===== src/rtl/mire_writer_if.sv =====
// ----------------------------------------------------------------------------
// mire_writer_if
//   Wishbone bus bundle between the test-pattern writer (master) and the
//   SDRAM-side arbiter (slave).
//   Signals:
//     cyc, stb, we   bus cycle, strobe, write enable        (master -> slave)
//     adr            32-bit byte address                   (master -> slave)
//     dat_ms         32-bit write data {8'h00,R,G,B}        (master -> slave)
//     sel, cti, bte  byte select / cycle type / burst type  (master -> slave)
//     ack            slave acknowledge                     (slave -> master)
// ----------------------------------------------------------------------------
interface mire_writer_if;
  logic        cyc;
  logic        stb;
  logic        we;
  logic [31:0] adr;
  logic [31:0] dat_ms;
  logic [3:0]  sel;
  logic [2:0]  cti;
  logic [1:0]  bte;
  logic        ack;

  modport master (
    output cyc, stb, we, adr, dat_ms, sel, cti, bte,
    input  ack
  );

  modport slave (
    input  cyc, stb, we, adr, dat_ms, sel, cti, bte,
    output ack
  );
endinterface


===== src/rtl/mire_writer.sv =====
// ----------------------------------------------------------------------------
// mire_writer
//   Wishbone master that fills the SDRAM framebuffer with a scrolling grid
//   test pattern. One 32-bit word {8'h00,R,G,B} per pixel at byte address
//   4*(HDISP*Y+X). The bus is released every BURST words (and at the end of
//   each frame) for PAUSE_CYCLES cycles so the arbiter can serve the VGA
//   reader.
//   Ports:
//     clk         Wishbone clock
//     rst_n       synchronous reset, active low
//     enable      1 = keep writing frames, 0 = stop after the current word
//     wshb        Wishbone master port (see mire_writer_if)
//     frame_done  one-cycle pulse after the last pixel of a frame is acked
//     frame_cnt   completed-frame counter, wraps 15 -> 0
//
//   state | meaning
//   ------+--------------------------------------------------------------
//   IDLE  | bus released, waiting for enable; X/Y keep their position
//   WRITE | cyc=stb=1, current pixel word held until ack
//   PAUSE | bus released for PAUSE_CYCLES cycles between tenures
// ----------------------------------------------------------------------------
module mire_writer #(
  parameter int HDISP        = 800,
  parameter int VDISP        = 480,
  parameter int BURST        = 64,
  parameter int PAUSE_CYCLES = 16
) (
  input  logic             clk,
  input  logic             rst_n,
  input  logic             enable,
  mire_writer_if.master    wshb,
  output logic             frame_done,
  output logic [3:0]       frame_cnt
);

  localparam int XW = (HDISP > 1) ? $clog2(HDISP) : 1;
  localparam int YW = (VDISP > 1) ? $clog2(VDISP) : 1;
  localparam int BW = $clog2(BURST + 1);
  localparam int PW = $clog2(PAUSE_CYCLES + 1);

  typedef enum logic [1:0] {
    IDLE  = 2'd0,
    WRITE = 2'd1,
    PAUSE = 2'd2
  } state_t;

  state_t        state, state_nxt;
  logic [XW-1:0] x, x_nxt;
  logic [YW-1:0] y, y_nxt;
  logic [BW-1:0] burst_cnt, burst_nxt;
  logic [PW-1:0] pause_cnt, pause_nxt;
  logic [3:0]    fcnt_nxt;
  logic          fdone_nxt;
  logic [31:0]   adr_q, dat_q;

  logic          ack_ok;
  logic          last_x, last_y, last_b;
  logic [31:0]   lin_nxt;
  logic [3:0]    xs_nxt;
  logic          white_nxt;

  // An ack only counts while we are actually strobing.
  assign ack_ok = (state == WRITE) && wshb.ack;
  assign last_x = (x == XW'(HDISP - 1));
  assign last_y = (y == YW'(VDISP - 1));
  assign last_b = (burst_cnt == BW'(BURST - 1));

  always_ff @(posedge clk) begin
    if (!rst_n) begin
      state      <= IDLE;
      x          <= '0;
      y          <= '0;
      burst_cnt  <= '0;
      pause_cnt  <= '0;
      frame_cnt  <= '0;
      frame_done <= 1'b0;
    end else begin
      state      <= state_nxt;
      x          <= x_nxt;
      y          <= y_nxt;
      burst_cnt  <= burst_nxt;
      pause_cnt  <= pause_nxt;
      frame_cnt  <= fcnt_nxt;
      frame_done <= fdone_nxt;
    end
  end

  always_comb begin
    state_nxt = state;
    x_nxt     = x;
    y_nxt     = y;
    burst_nxt = burst_cnt;
    pause_nxt = pause_cnt;
    fcnt_nxt  = frame_cnt;
    fdone_nxt = 1'b0;

    case (state)
      IDLE: begin
        if (enable) state_nxt = WRITE;
      end

      WRITE: begin
        if (ack_ok) begin
          if (last_x) begin
            x_nxt = '0;
            y_nxt = last_y ? '0 : y + YW'(1);
          end else begin
            x_nxt = x + XW'(1);
          end

          if (last_x && last_y) begin
            fcnt_nxt  = frame_cnt + 4'd1;
            fdone_nxt = 1'b1;
            burst_nxt = '0;
            state_nxt = PAUSE;
          end else if (last_b) begin
            burst_nxt = '0;
            state_nxt = PAUSE;
          end else begin
            burst_nxt = burst_cnt + BW'(1);
          end

          // Stopping wins over pausing; the next enable starts a fresh tenure.
          if (!enable) begin
            burst_nxt = '0;
            state_nxt = IDLE;
          end

          // Down-count so PAUSE lasts exactly PAUSE_CYCLES cycles.
          if (state_nxt == PAUSE) pause_nxt = PW'(PAUSE_CYCLES - 1);
        end
      end

      PAUSE: begin
        if (pause_cnt == '0) begin
          state_nxt = enable ? WRITE : IDLE;
        end else begin
          pause_nxt = pause_cnt - PW'(1);
        end
      end

      default: state_nxt = IDLE;
    endcase
  end

  // Address and pattern are built from the next-state position so that the
  // new word is on the bus the cycle right after the ack.
  assign lin_nxt   = 32'(HDISP) * 32'(y_nxt) + 32'(x_nxt);
  assign xs_nxt    = 4'(x_nxt) + fcnt_nxt;
  assign white_nxt = (xs_nxt == 4'd0) || (4'(y_nxt) == 4'd0);

  always_ff @(posedge clk) begin
    if (!rst_n) begin
      adr_q <= '0;
      dat_q <= '0;
    end else if (state_nxt == WRITE) begin
      adr_q <= lin_nxt << 2;
      dat_q <= white_nxt ? 32'h00FF_FFFF : 32'h0000_00FF;
    end
  end

  assign wshb.cyc    = (state == WRITE);
  assign wshb.stb    = (state == WRITE);
  assign wshb.we     = 1'b1;
  assign wshb.adr    = adr_q;
  assign wshb.dat_ms = dat_q;
  assign wshb.sel    = 4'b1111;
  assign wshb.cti    = 3'b000;
  assign wshb.bte    = 2'b00;

endmodule


===== src/flat_wrapper.sv =====
// flat-port wrapper written by rule: the top's interface ports become plain ports
module mire_writer_flat 
#(
  parameter int HDISP        = 800,
  parameter int VDISP        = 480,
  parameter int BURST        = 64,
  parameter int PAUSE_CYCLES = 16
)
  (clk, rst_n, enable, frame_done, frame_cnt, wshb_cyc, wshb_stb, wshb_we, wshb_adr, wshb_dat_ms, wshb_sel, wshb_cti, wshb_bte, wshb_ack);
  mire_writer_if wshb_i ();
  input  logic clk;
  input  logic rst_n;
  input  logic enable;
  output logic frame_done;
  output logic [3:0] frame_cnt;
  output wire logic [$bits(wshb_i.cyc)-1:0] wshb_cyc;
  output wire logic [$bits(wshb_i.stb)-1:0] wshb_stb;
  output wire logic [$bits(wshb_i.we)-1:0] wshb_we;
  output wire logic [$bits(wshb_i.adr)-1:0] wshb_adr;
  output wire logic [$bits(wshb_i.dat_ms)-1:0] wshb_dat_ms;
  output wire logic [$bits(wshb_i.sel)-1:0] wshb_sel;
  output wire logic [$bits(wshb_i.cti)-1:0] wshb_cti;
  output wire logic [$bits(wshb_i.bte)-1:0] wshb_bte;
  input wire logic [$bits(wshb_i.ack)-1:0] wshb_ack;
  assign wshb_cyc = wshb_i.cyc;
  assign wshb_stb = wshb_i.stb;
  assign wshb_we = wshb_i.we;
  assign wshb_adr = wshb_i.adr;
  assign wshb_dat_ms = wshb_i.dat_ms;
  assign wshb_sel = wshb_i.sel;
  assign wshb_cti = wshb_i.cti;
  assign wshb_bte = wshb_i.bte;
  assign wshb_i.ack = wshb_ack;
  mire_writer #(.HDISP(HDISP), .VDISP(VDISP), .BURST(BURST), .PAUSE_CYCLES(PAUSE_CYCLES)) u_core (.clk(clk), .rst_n(rst_n), .enable(enable), .wshb(wshb_i), .frame_done(frame_done), .frame_cnt(frame_cnt));
endmodule

===== config.mk =====
export PLATFORM = sky130hd
export DESIGN_NAME = mire_writer_flat
export DESIGN_NICKNAME = d
export VERILOG_FILES = /design/src/rtl/mire_writer_if.sv /design/src/rtl/mire_writer.sv /design/src/flat_wrapper.sv
export SDC_FILE = /design/constraint.sdc
export NUM_CORES = 1
export LEC_CHECK = 0
export CAP_MARGIN = 20
export CORE_MARGIN = 2
export CORE_UTILIZATION = 58
export CTS_CLUSTER_DIAMETER = 100
export DETAILED_ROUTE_END_ITERATION = 8
export DONT_BUFFER_PORTS = 1
export PLACE_DENSITY = 0.78
export SLEW_MARGIN = 20
export SYNTH_ARGS = -nofsm -noshare
export SYNTH_HDL_FRONTEND = slang
export SYNTH_SLANG_ARGS = --single-unit

===== constraint.sdc =====
create_clock -name clk -period 4.7 [get_ports clk]
set_input_delay 0.94 -clock clk [delete_from_list [all_inputs] [get_ports clk]]
set_output_delay 0.94 -clock clk [all_outputs]
set_load 0.02 [all_outputs]

* Yosys cells after proc, flatten, opt, wreduce, memory -nomap -nowiden *
Cells that the tools add are included.
W data, S select, Z words.

word-level totals
  flip-flop bits (word level) = 100
  input bits = 4
  output and inout bits = 81
  logic and storage cells = 67

cells by class
  add/sub/neg operators = 7
  multipliers = 1
  equality and inequality tests = 10
  mux-type cells = 29
  reductions and logical operators = 11

operator list
  cell                     count
  $mux W9                  4
  $mux W10                 3
  $mux W24                 1
  $mux W7                  3
  $add A19 B10 Y20         1
  $mux W2                  8
  $mux W5                  3
  $mul A5 B9 Y14 const A   1
  $mux W4                  3
  $add A10 B1 Y10 const B  1
  $eq A10 B10 Y1 const B   1
  $pmux W5 S2              1
  $add A9 B1 Y9 const B    1
  $eq A9 B9 Y1 const B     1
  $logic_not A4 Y1         2
  $add A7 B1 Y7 const B    1
  $eq A7 B6 Y1 const B     1
  $pmux W2 S3              1
  $logic_not A5 Y1         1
  $sub A5 B1 Y5 const B    1
  $add A4 B1 Y4 const B    1
  $add A4 B4 Y4            1
  $eq A2 B1 Y1 const B     2
  $eq A2 B2 Y1 const B     2
  10 further kinds         13

* Logic depth before layout (Yosys ltp) *
Gate-level depths: netlist of the first run.

  depth after elaboration = 10
  depth in mapped cells = 23
  mapped depth without buffers = 21

* Worst setup path before layout of the first run *
No wires, ideal clock.

  path kind = in2reg
  start point = in wshb_ack
  end point = reg u_core.adr_q[20] (netlist: u_core.wshb.adr[20])
  setup time = 117 ps
  data arrival time = 4,984 ps
  required time = 4,583 ps
  path slack = -401 ps
  stages on the path = 16
  path buffers = 1
  cells stage by stage = nand2_1 buf_2 nor2_2 nand2_1 o31ai_1 ha_1 ha_1 fa_1 ha_1 a21o_1 a221oi_2 or4b_1 o311ai_0 nand4_1 xnor2_1 o2bb2ai_1

on the way
  cells in the longest elaborated chain, start to end = 5
  elaborated cells between the ends (all ways) = 10
  those cells by class = add/sub: 1; mul: 1; eq/ne: 1; mux: 6; reduce/logical: 1

ends and longest elaborated chain
  what                  line                source
  start, declared       flat_wrapper.sv:24  input wire logic [$bits(wshb_i.ack)-1:0] wshb_ack;
  $logic_and A1 B1 Y1   mire_writer.sv:63   assign ack_ok = (state == WRITE) && wshb.ack;
  $mux W9               mire_writer.sv:103  if (ack_ok) begin
  $mux W9               mire_writer.sv:97   case (state)
  net u_core.y_nxt[5]   mire_writer.sv:49   logic [YW-1:0] y, y_nxt;
  $mul A5 B9 Y14        mire_writer.sv:148  assign lin_nxt = 32'(HDISP) * 32'(y_nxt) + 32'(x_nxt);
  $add A19 B10 Y20      mire_writer.sv:148
  end signal, assigned  mire_writer.sv:157  adr_q <= lin_nxt << 2;
  end, declared         mire_writer.sv:54   logic [31:0] adr_q, dat_q;

The timed path passes the listed nets, and every way through them passes these cells.
A chain may end at the register's enable or synchronous reset.

* Worst setup path after layout of the first run *
  start point = reg u_core.y[0]
  end point = reg u_core.adr_q[21] (netlist: u_core.wshb.adr[21])

on the way
  elaborated cells between the ends (all ways) = 16
  those cells by class = add/sub: 2; mul: 1; eq/ne: 2; mux: 10; reduce/logical: 1

RTL lines
  what                                           line                                   source
  start, declared                                mire_writer.sv:49
  start signal, assigned                         mire_writer.sv:80                      y <= y_nxt;
  $add A9 B1 Y9 or $eq A9 B9 Y1 (tied branches)  mire_writer.sv:106, mire_writer.sv:65
  $mux W9                                        mire_writer.sv:106                     y_nxt = last_y ? '0 : y + YW'(1);
  $mux W9                                        mire_writer.sv:104                     if (last_x) begin
  $mux W9                                        mire_writer.sv:103
  $mux W9 *                                      mire_writer.sv:97
  net u_core.y_nxt[0]                            mire_writer.sv:49
  $mul A5 B9 Y14 *                               mire_writer.sv:148
  $add A19 B10 Y20 *                             mire_writer.sv:148

The timed path passes the listed nets; every way through them passes the cells marked *. The select of a mux whose other input is x is not followed.

==> results of run 1 <==
[metal layers]
layer  vias to the layer above  part of all wire [%]  track usage (%)
li1                       1691                     -                -
met1                      1694                    41             27.7
met2                        86                    53             43.1
met3                        17                   4.2             4.07
met4                         0                   1.9             8.21
met5                         -                     0                0
[where the power goes]
part / leakage (nW) / total [mW] / internal [mW] / switching, mW
clock network: 0.100 / 0.472 / 0.259 / 0.212
registers: 0.489 / 0.559 / 0.518 / 0.0416
logic: 1.72 / 0.0775 / 0.0189 / 0.0585
[through the flow]
step | instance area (um^2) | setup TNS, ps
after floorplan | 4630 | -103
after global placement | 4520 | -335
after detailed placement | 4520 | -535
after CTS | 4780 | 0
after global routing | 4950 | -354
final | 4950 | 0
[cell type report]
class / instances / area, um^2
Clock buffer: 12 / 145
Clock inverter: 4 / 48.8
Fill cell: 560 / 2380
Inverter: 21 / 78.8
Multi-Input combinational cell: 383 / 3010
Sequential cell: 60 / 1210
Tap cell: 99 / 124
Timing Repair Buffer: 44 / 330
[layout by cell type, fill, tap and decap left out, types with 3 or more instances in the layout]
master	count
a211oi_2	9
a21o_1	9
a21oi_1	23
a21oi_2	3
and2_1	12
and3_1	9
buf_4	44
clkbuf_8	10
conb_1	30
dfxtp_1	54
dfxtp_2	5
fa_1	5
ha_1	38
ha_2	3
ha_4	6
inv_1	19
mux2_2	3
mux2i_1	9
nand2_1	30
nand3_1	8
nand4_1	10
nor2_1	62
nor2b_1	3
nor3_1	9
o211ai_1	4
o21ai_0	9
o21ai_1	3
xnor2_1	15
xor2_1	17
[critical path, stage by stage (launching register included)]
cell       delay [ps]
dfxtp_2           330
ha_2              180
nand4_1           130
or4_4             500
buf_4             160
nand2_1            90
nor2_1             70
a21oi_2           170
inv_2              60
ha_1              200
ha_1              290
ha_1              320
fa_2              580
nand2_1           100
a2111oi_4         340
o211ai_1          230
nor3_2            280
nand3_1           150
nand4b_1          200
a21oi_1           140
[cell families (layout without fill, tap and decap cells)]
group,Yosys count,in the layout,synth area share [%]
simple gates,170,170,19.6
flops,60,60,27.2
mux,12,12,2.80
compound gates,82,82,13.5
other cells,2,30,0.170
buf+inv,91,81,13.3
fa+ha+maj,53,53,16.0
xor+xnor,36,36,7.44
[path summary, 6_finish.rpt]
check	from	to	slack [ps]	depth (start not counted)
worst min-delay path	u_core.pause_cnt[4]	u_core.pause_cnt[4]	440	2
worst max register to register	u_core.y[0]	u_core.wshb.adr[21]	110	19
worst min register to register	u_core.pause_cnt[4]	u_core.pause_cnt[4]	440	2
worst max-delay path	u_core.y[0]	u_core.wshb.adr[21]	110	19
[sequential cells by signal (all words and copies together) (netlist names), 2 cells and up]
name and flops:
u_core.wshb.adr 20, u_core.x 10, u_core.y 9, u_core.burst_cnt 7, u_core.pause_cnt 5, u_core.frame_cnt 4
u_core.state 2, u_core.wshb.dat_ms 2
[what timing repair did]
| action | CTS | global route |
|---|---|---|
| endpoints found under the setup margin | 6 | 6 |
| hold buffers | 0 | 0 |
| resized for setup | 13 | 31 |
| endpoints found under the hold margin | 0 | 0 |
| setup buffers | 1 | 5 |
| pin swaps | 4 | 24 |
==> run summary, run 1 <==
Job
* **max capacitance violation total** 0

Timing
* **number of endpoints failing setup at the final stage** 0
* **number of pins exceeding their max-slew limit in the final report** 0
* **setup slack of the critical path after layout** 112 ps
* **Max-Slew Margin vs Limit** 39.6%
* **WHS** 444 ps
* **highest achievable clock rate** 218 MHz
* **fraction of the cycle the final worst path needs** 97.6%
* **final clock skew** 16.3 ps
* **final critical delay including setup and external delays** 4590 ps
* **Final Hold Viols** 0
* **slew at the pin closest to its max-slew limit** 906 ps

Logic synthesis
* **leading cell types by total area after synthesis** dfxtp_1 (27%), ha_1 (13%), buf_4 (9.2%), nor2_1 (5.3%), xor2_1 (3.6%)
* **Yosys cell types** 61
* **Synth Flop Type** dfxtp_1
* **Syn Inst Count** 506
* **largest area contributor in the netlist** dfxtp_1
* **number of flops mapped to enable cells by yosys** 0
* **Synth async-reset ratio** 0%
* **sequential cell area fraction in the yosys report** 27.2%
* **fraction of post-synthesis cell area in the top cell type by area** 27.2%
* **mean post-synth cell area** 8.74 um^2
* **cell with the most instances after synthesis** nor2_1
* **synthesis warning total** 0
* **register bit total from synthesis** 60
* **ranking of synthesized cells by instance count** nor2_1 (62), dfxtp_1 (60), buf_4 (54)
* **Netlist Area Pre-Place** 0.00442 mm^2

Worst setup path
* **kind of capture point of the worst setup path** register
* **worst setup path category** reg2reg
* **Crit Path Max Fanout** 3
* **Data required, critical path** 4970 ps
* **kind of start point of the critical path** register
* **critical path data arrival time** 4860 ps

Floorplan
* **y dimension of the die** 91.3 um
* **core outline area** 0.00733 mm^2
* **Initial Util** 60.3%
* **io pins** 85
* **die outline width** 91.3 um
* **number of placement rows** 31
* **DIE AREA** 0.00834 mm^2

Clock network
* **TritonCTS Sinks** 60
* **buffer cell driving the clock tree root** clkbuf_8
* **number of buffers created by CTS** 9
* **latest clock arrival within the worst-skew pair** 340 ps
* **buffer levels on the longest clock path** 2
* **clock tree from TritonCTS** yes
* **clock-pin slew on the worst setup and hold paths** 70 ps
* **Clock H-tree levels** 3

Cells and area
* **Non-Filler Instances** 623
* **area grow syn2layout** 12.0%
* **antenna cells** 0
* **core occupancy in the finished layout** 67.6%
* **fraction of final layout cells with drive strength greater than 1** 22.9%
* **nets** 576

Placed design
* **Placer Congestion** 0.890
* **estimated wirelength of the detail-placed design** 7.15 mm
* **IO buf count** 0
* **post-placement worst setup slack** -124 ps
* **Cell Count Post-Placement** 601

Route
* **Routed WL** 9.78 mm
* **detailed-route via count** 3488
* **antenna violation net count after detailed routing** 0
* **number of DRC violations after detailed routing** 0
* **drt wl/cell** 15.7 um
* **1st-iter DRT viols** 135
* **Via density** 5.60
* **first-pass iteration count of the detailed router** 7

Power
* **peak ir drop on the vdd network** 0.000182 V
* **Leak Pwr** 2.31 nW
* **total power density per cell area** 224 mW/mm^2
* **sum of internal, switching and leakage power** 1.11 mW

GRT
* **wire length of the first global-routing pass** 16.0 mm
* **antenna violations before repair** 0
* **Global Route Usage Sum** 23.6%
* **vias in the first global route** 3429
* **pin count of the biggest net entering global routing** 26
* **overall overflow remaining after global route** 0

Run status
* **outcome** completed

Worst hold path
* **type of the most critical hold path** reg2reg

(Power assumes the default switching activity.)
==> run 2: changes to the inputs <==
--- a/config.mk
+++ b/config.mk
@@ -13,3 +13,5 @@
 export DONT_BUFFER_PORTS = 1
+export MAX_ROUTING_LAYER = met4
 export PLACE_DENSITY = 0.78
+export SKIP_CTS_REPAIR_TIMING = 1
 export SLEW_MARGIN = 20
==> constraint.sdc (replaced) <==
create_clock -name clk -period 4.7 [get_ports clk]
set_input_delay 0 -clock clk [delete_from_list [all_inputs] [get_ports clk]]
set_output_delay 0 -clock clk [all_outputs]
set_load 0.02 [all_outputs]
==> run 2 against run 1 <==
Net effect:
- wire length fell by 4.4%
- critical endpoint is now u_core.wshb.adr[20]
- final cell count down 2.1%
- sequential cell count is the same
- die area did not move
- the run now ends with negative hold slack left
- non-clock buffer count is 13 lower
- global-route usage decreased by 1.0 points
==> run summary, run 2 (synthesis results as in run 1) <==
Route
* **first-pass iteration count of the detailed router** 4
* **1st-iter DRT viols** 100
* **antenna violation net count after detailed routing** 0
* **detailed-route via count** 3364
* **number of DRC violations after detailed routing** 0
* **Via density** 5.51
* **Routed WL** 9.35 mm
* **drt wl/cell** 15.3 um

Cells and area
* **area grow syn2layout** 10.3%
* **Non-Filler Instances** 610
* **commonest cells after routing, fill and taps aside** nor2_1 (62), dfxtp_1 (54), ha_1 (37)
* **core occupancy in the finished layout** 66.5%
* **nets** 563
* **number of filler instances in the final layout** 591
* **antenna cells** 0
* **most common cell after layout, fill and taps aside** nor2_1
* **fraction of final layout cells with drive strength greater than 1** 20.0%
* **max FFs per register** 20

Worst setup path
* **WP buf/inv** 1
* **worst setup path category** reg2reg
* **RR Startpoint** u_core.y[1]
* **critical path data arrival time** 4770 ps
* **cells along the critical path** ha_4 > nand4_1 > or4_4 > nand2_1 > nor2_1 > a21oi_1 > inv_1 > ha_1 > ha_1 > ha_1 > fa_2 > a21o_1 > a221oi_4 > or4b_4 > o311ai_4 > nand4_1 > xnor2_1 > o2bb2ai_1
* **kind of capture point of the worst setup path** register
* **Top cell by count, worst path** ha_1
* **largest stage delay on the critical path** 540 ps
* **Data required, critical path** 4930 ps
* **Crit Path Max Fanout** 4
* **number of cells traversed by the worst register-to-register path** 18
* **Crit path max-delay family** simple AND/OR/NAND/NOR gates
* **reg-to-reg critical path endpoint** u_core.wshb.adr[20]
* **slowest stage cell on the critical path** or4_4
* **R2R setup slack** 160 ps
* **kind of start point of the critical path** register

Clock network
* **latest clock arrival within the worst-skew pair** 350 ps
* **Clock H-tree levels** 3
* **clock tree from TritonCTS** yes
* **clock-pin slew on the worst setup and hold paths** 70 ps
* **TritonCTS Sinks** 60
* **buffer levels on the longest clock path** 2
* **number of buffers created by CTS** 9
* **buffer cell driving the clock tree root** clkbuf_8

Floorplan
* **io pins** 85
* **DIE AREA** 0.00834 mm^2
* **number of placement rows** 31
* **core outline area** 0.00733 mm^2
* **y dimension of the die** 91.3 um
* **die outline width** 91.3 um
* **Initial Util** 60.3%

Worst hold path
* **type of the most critical hold path** in2reg
* **terminating pin of the worst hold path** u_core.burst_cnt[0]
* **worst hold path stage count** 4
* **beginning of the worst hold path** enable

Timing
* **fraction of the cycle the final worst path needs** 96.5%
* **WHS** -34.9 ps
* **number of pins exceeding their max-slew limit in the final report** 0
* **slew at the pin closest to its max-slew limit** 906 ps
* **final clock skew** 12.6 ps
* **final critical delay including setup and external delays** 4540 ps
* **setup slack of the critical path after layout** 164 ps
* **number of endpoints failing setup at the final stage** 0
* **highest achievable clock rate** 220 MHz
* **Final Hold Viols** 2
* **final setup TNS** 0 ps
* **Max-Slew Margin vs Limit** 39.6%

Power
* **peak ir drop on the vdd network** 0.000148 V
* **total power density per cell area** 251 mW/mm^2
* **sum of internal, switching and leakage power** 1.22 mW
* **Leak Pwr** 2.26 nW

Placed design
* **post-placement worst setup slack** -87.1 ps
* **Cell Count Post-Placement** 588
* **Placer Congestion** 0.939
* **estimated wirelength of the detail-placed design** 6.86 mm
* **IO buf count** 0

Run status
* **failing checks** negative hold slack
* **outcome** finished, violations left

GRT
* **vias in the first global route** 3150
* **Global Route Usage Sum** 22.6%
* **wire length of the first global-routing pass** 14.6 mm
* **overall overflow remaining after global route** 0
* **pin count of the biggest net entering global routing** 29
* **antenna violations before repair** 0

Job
* **max capacitance violation total** 0

==> run 2: tightest hold or removal path, cell delays in order <==
cell and delay, ps:
o221ai_4 60, nor3_1 60, a21oi_1 110, nor2_1 40
==> run 2: cell type report <==
class	instances	area, um^2	area share (%)
clock buffers	12	155	3.18
clock inverters	4	95.1	1.95
inverters	21	78.8	1.62
multi-input cells	383	2970	61.0
flip-flops and latches	60	1210	24.8
well taps	99	124	2.54
repair buffers	31	238	4.88
==> run 2: per-stage QoR <==
stage	hold slack [ps]	cell area, um^2
2_1_floorplan	264	4640
3_3_place_gp	124	4430
3_5_place_dp	129	4430
4_1_cts	-242	4680
5_1_grt	9.23	4870
6_report	-34.9	4870
==> run 2: layer usage <==
metal,up-vias,routed length (um),track usage [%]
met5,-,0,-
met4,0,170,9.22
met3,18,492,5.39
met2,97,4700,36.8
met1,1578,3990,26.9
li1,1671,-,-
==> run 2: worst max path at each step <==
| stage | startpoint | endpoint | slack, ps | cells after the start |
|---|---|---|---|---|
| after global routing | u_core.x[0] | u_core.wshb.adr[20] | -50 | 19 |
| after CTS | u_core.y[1] | u_core.wshb.adr[18] | -140 | 20 |
| after global placement | u_core.y[1] | u_core.wshb.adr[17] | 100 | 20 |
| after detailed placement | u_core.y[1] | u_core.wshb.adr[17] | -90 | 20 |
| after floorplan | u_core.y[1] | u_core.wshb.adr[20] | -10 | 22 |
| final | u_core.y[1] | u_core.wshb.adr[20] | 160 | 18 |
==> run 2: report_power, final <==
part	total, mW	switching (mW)	leakage, nW	internal (mW)
Clock	0.583	0.203	0.127	0.381
Combinational	0.0799	0.0606	1.64	0.0193
Sequential	0.559	0.0409	0.489	0.518
==> run 3: changes to the inputs <==
--- a/config.mk
+++ b/config.mk
@@ -8,2 +8,3 @@
 export CAP_MARGIN = 20
+export CORE_ASPECT_RATIO = 1.25
 export CORE_MARGIN = 2
@@ -14,3 +15,3 @@
 export MAX_ROUTING_LAYER = met4
-export PLACE_DENSITY = 0.78
+export PLACE_DENSITY = 0.73
 export SKIP_CTS_REPAIR_TIMING = 1
==> constraint.sdc (replaced) <==
create_clock -name clk -period 4.7 [get_ports clk]
set_input_delay 0.235 -clock clk [delete_from_list [all_inputs] [get_ports clk]]
set_output_delay 0.235 -clock clk [all_outputs]
set_load 0.02 [all_outputs]
==> run 3 against run 2 <==
Net effect:
- the flow now finishes without violations
- via count rose by 0.83%
- maximum frequency hardly changed
- final cell count fell by 0.98%
- register-to-register slack about the same
- critical path depth stayed put
- clock power down 19%
- non-clock buffer count increased by 1
- worst hold slack improved by 40 ps
- sequential power hardly changed
- wire length increased by 0.29%
- design area shrank 0.64%
==> run summary, run 3 (synthesis results as in run 1) <==
Timing
* **final clock skew** 11.3 ps
* **number of pins exceeding their max-slew limit in the final report** 0
* **number of endpoints failing setup at the final stage** 0
* **slew at the pin closest to its max-slew limit** 902 ps
* **Final Hold Viols** 0
* **fraction of the cycle the final worst path needs** 96.5%
* **highest achievable clock rate** 221 MHz
* **final critical delay including setup and external delays** 4530 ps
* **Max-Slew Margin vs Limit** 39.8%
* **unrepaired setup endpoints after global routing** true

Clock network
* **buffer cell driving the clock tree root** clkbuf_8
* **clock tree from TritonCTS** yes
* **Clock H-tree levels** 3
* **buffer levels on the longest clock path** 2
* **latest clock arrival within the worst-skew pair** 340 ps
* **number of buffers created by CTS** 9
* **TritonCTS Sinks** 60
* **clock-pin slew on the worst setup and hold paths** 80 ps

Worst setup path
* **Crit path max-delay family** adder cells
* **critical path data arrival time** 4750 ps
* **RR Startpoint** u_core.x[1]
* **cells along the critical path** ha_4 > and3b_2 > nand4_4 > nor2_4 > buf_4 > nand2_2 > o31ai_4 > ha_1 > ha_1 > fa_1 > ha_4 > a21o_1 > a221oi_4 > or4b_4 > o311ai_4 > nand4_1 > xnor2_1 > o2bb2ai_1
* **WP buf/inv** 1
* **kind of start point of the critical path** register
* **Crit Path Max Fanout** 8
* **kind of capture point of the worst setup path** register
* **slowest stage cell on the critical path** fa_1
* **worst setup path category** reg2reg
* **Data required, critical path** 4910 ps
* **largest stage delay on the critical path** 520 ps
* **timing startpoint of the critical path** u_core.x[1]

Route
* **drt wl/cell** 15.5 um
* **detailed-route via count** 3392
* **number of DRC violations after detailed routing** 0
* **Routed WL** 9.38 mm
* **1st-iter DRT viols** 103
* **Via density** 5.62
* **first-pass iteration count of the detailed router** 4
* **antenna violation net count after detailed routing** 0

Cells and area
* **Non-Filler Instances** 604
* **fraction of final layout cells with drive strength greater than 1** 20.9%
* **final instance area** 0.00484 mm^2
* **antenna cells** 0
* **area grow syn2layout** 9.57%
* **commonest cells after routing, fill and taps aside** nor2_1 (62), dfxtp_1 (54), ha_1 (39)
* **nets** 564
* **max FFs per register** 20
* **most common cell after layout, fill and taps aside** nor2_1

Power
* **peak ir drop on the vdd network** 0.000182 V
* **total power density per cell area** 229 mW/mm^2
* **sum of internal, switching and leakage power** 1.11 mW
* **Leak Pwr** 2.25 nW

Floorplan
* **Initial Util** 59.7%
* **DIE AREA** 0.00834 mm^2
* **core outline area** 0.00740 mm^2
* **number of placement rows** 35
* **io pins** 85
* **y dimension of the die** 102 um
* **die outline width** 82.1 um

GRT
* **wire length of the first global-routing pass** 14.6 mm
* **Global Route Usage Sum** 23.3%
* **vias in the first global route** 3168
* **overall overflow remaining after global route** 0
* **antenna violations before repair** 0
* **pin count of the biggest net entering global routing** 31

Placed design
* **post-placement cell area** 0.00444 mm^2
* **estimated wirelength of the detail-placed design** 6.91 mm
* **Placer Congestion** 0.962
* **IO buf count** 0
* **Cell Count Post-Placement** 583

Worst hold path
* **beginning of the worst hold path** rst_n
* **type of the most critical hold path** in2reg

Run status
* **outcome** completed

Job
* **max capacitance violation total** 0

==> run 3: through the flow <==
step                      setup TNS (ps)  utilization [%]  setup slack, ps  hold WS, ps
final                                  0             65.4              166         5.55
after floorplan                    -10.5                -            -10.5          416
after CTS                           -674             62.7             -153       -0.734
after detailed placement            -575             60.0             -139          365
after global placement                 0             60.0             78.6          356
after global routing                -188             65.4            -88.6         1.71
==> run 3: area by class of cell <==
cell class                      count  area (um^2)
Timing Repair Buffer               32          240
Sequential cell                    60         1220
Multi-Input combinational cell    383         2990
Clock buffer                       10          138
Tap cell                           92          115
Fill cell                         597         2560
Clock inverter                      6         63.8
Inverter                           21         78.8
==> run 3: worst paths after layout <==
| path | slack, ps | end | cells past startpoint |
|---|---|---|---|
| setup / recovery | 170 | u_core.wshb.adr[20] | 18 |
| setup reg to reg | 170 | u_core.wshb.adr[20] | 18 |
| hold / removal | 6 | u_core.pause_cnt[1] | 2 |
| hold reg to reg | 450 | u_core.pause_cnt[4] | 2 |
==> run 3: where the power goes <==
part	total, mW	switching [mW]	internal [mW]	leakage [nW]
clock	0.474	0.216	0.258	0.0983
sequential	0.558	0.0405	0.517	0.489
combinational	0.0774	0.0583	0.0192	1.66
==> run 3: per-layer routing <==
layer / wire length (um) / track usage (%) / part of all wire, %
met3: 423 / 5.08 / 4.5
met4: 169 / 7.95 / 1.8
met5: 0 / - / 0
met2: 4970 / 40.4 / 53
met1: 3820 / 26.0 / 41
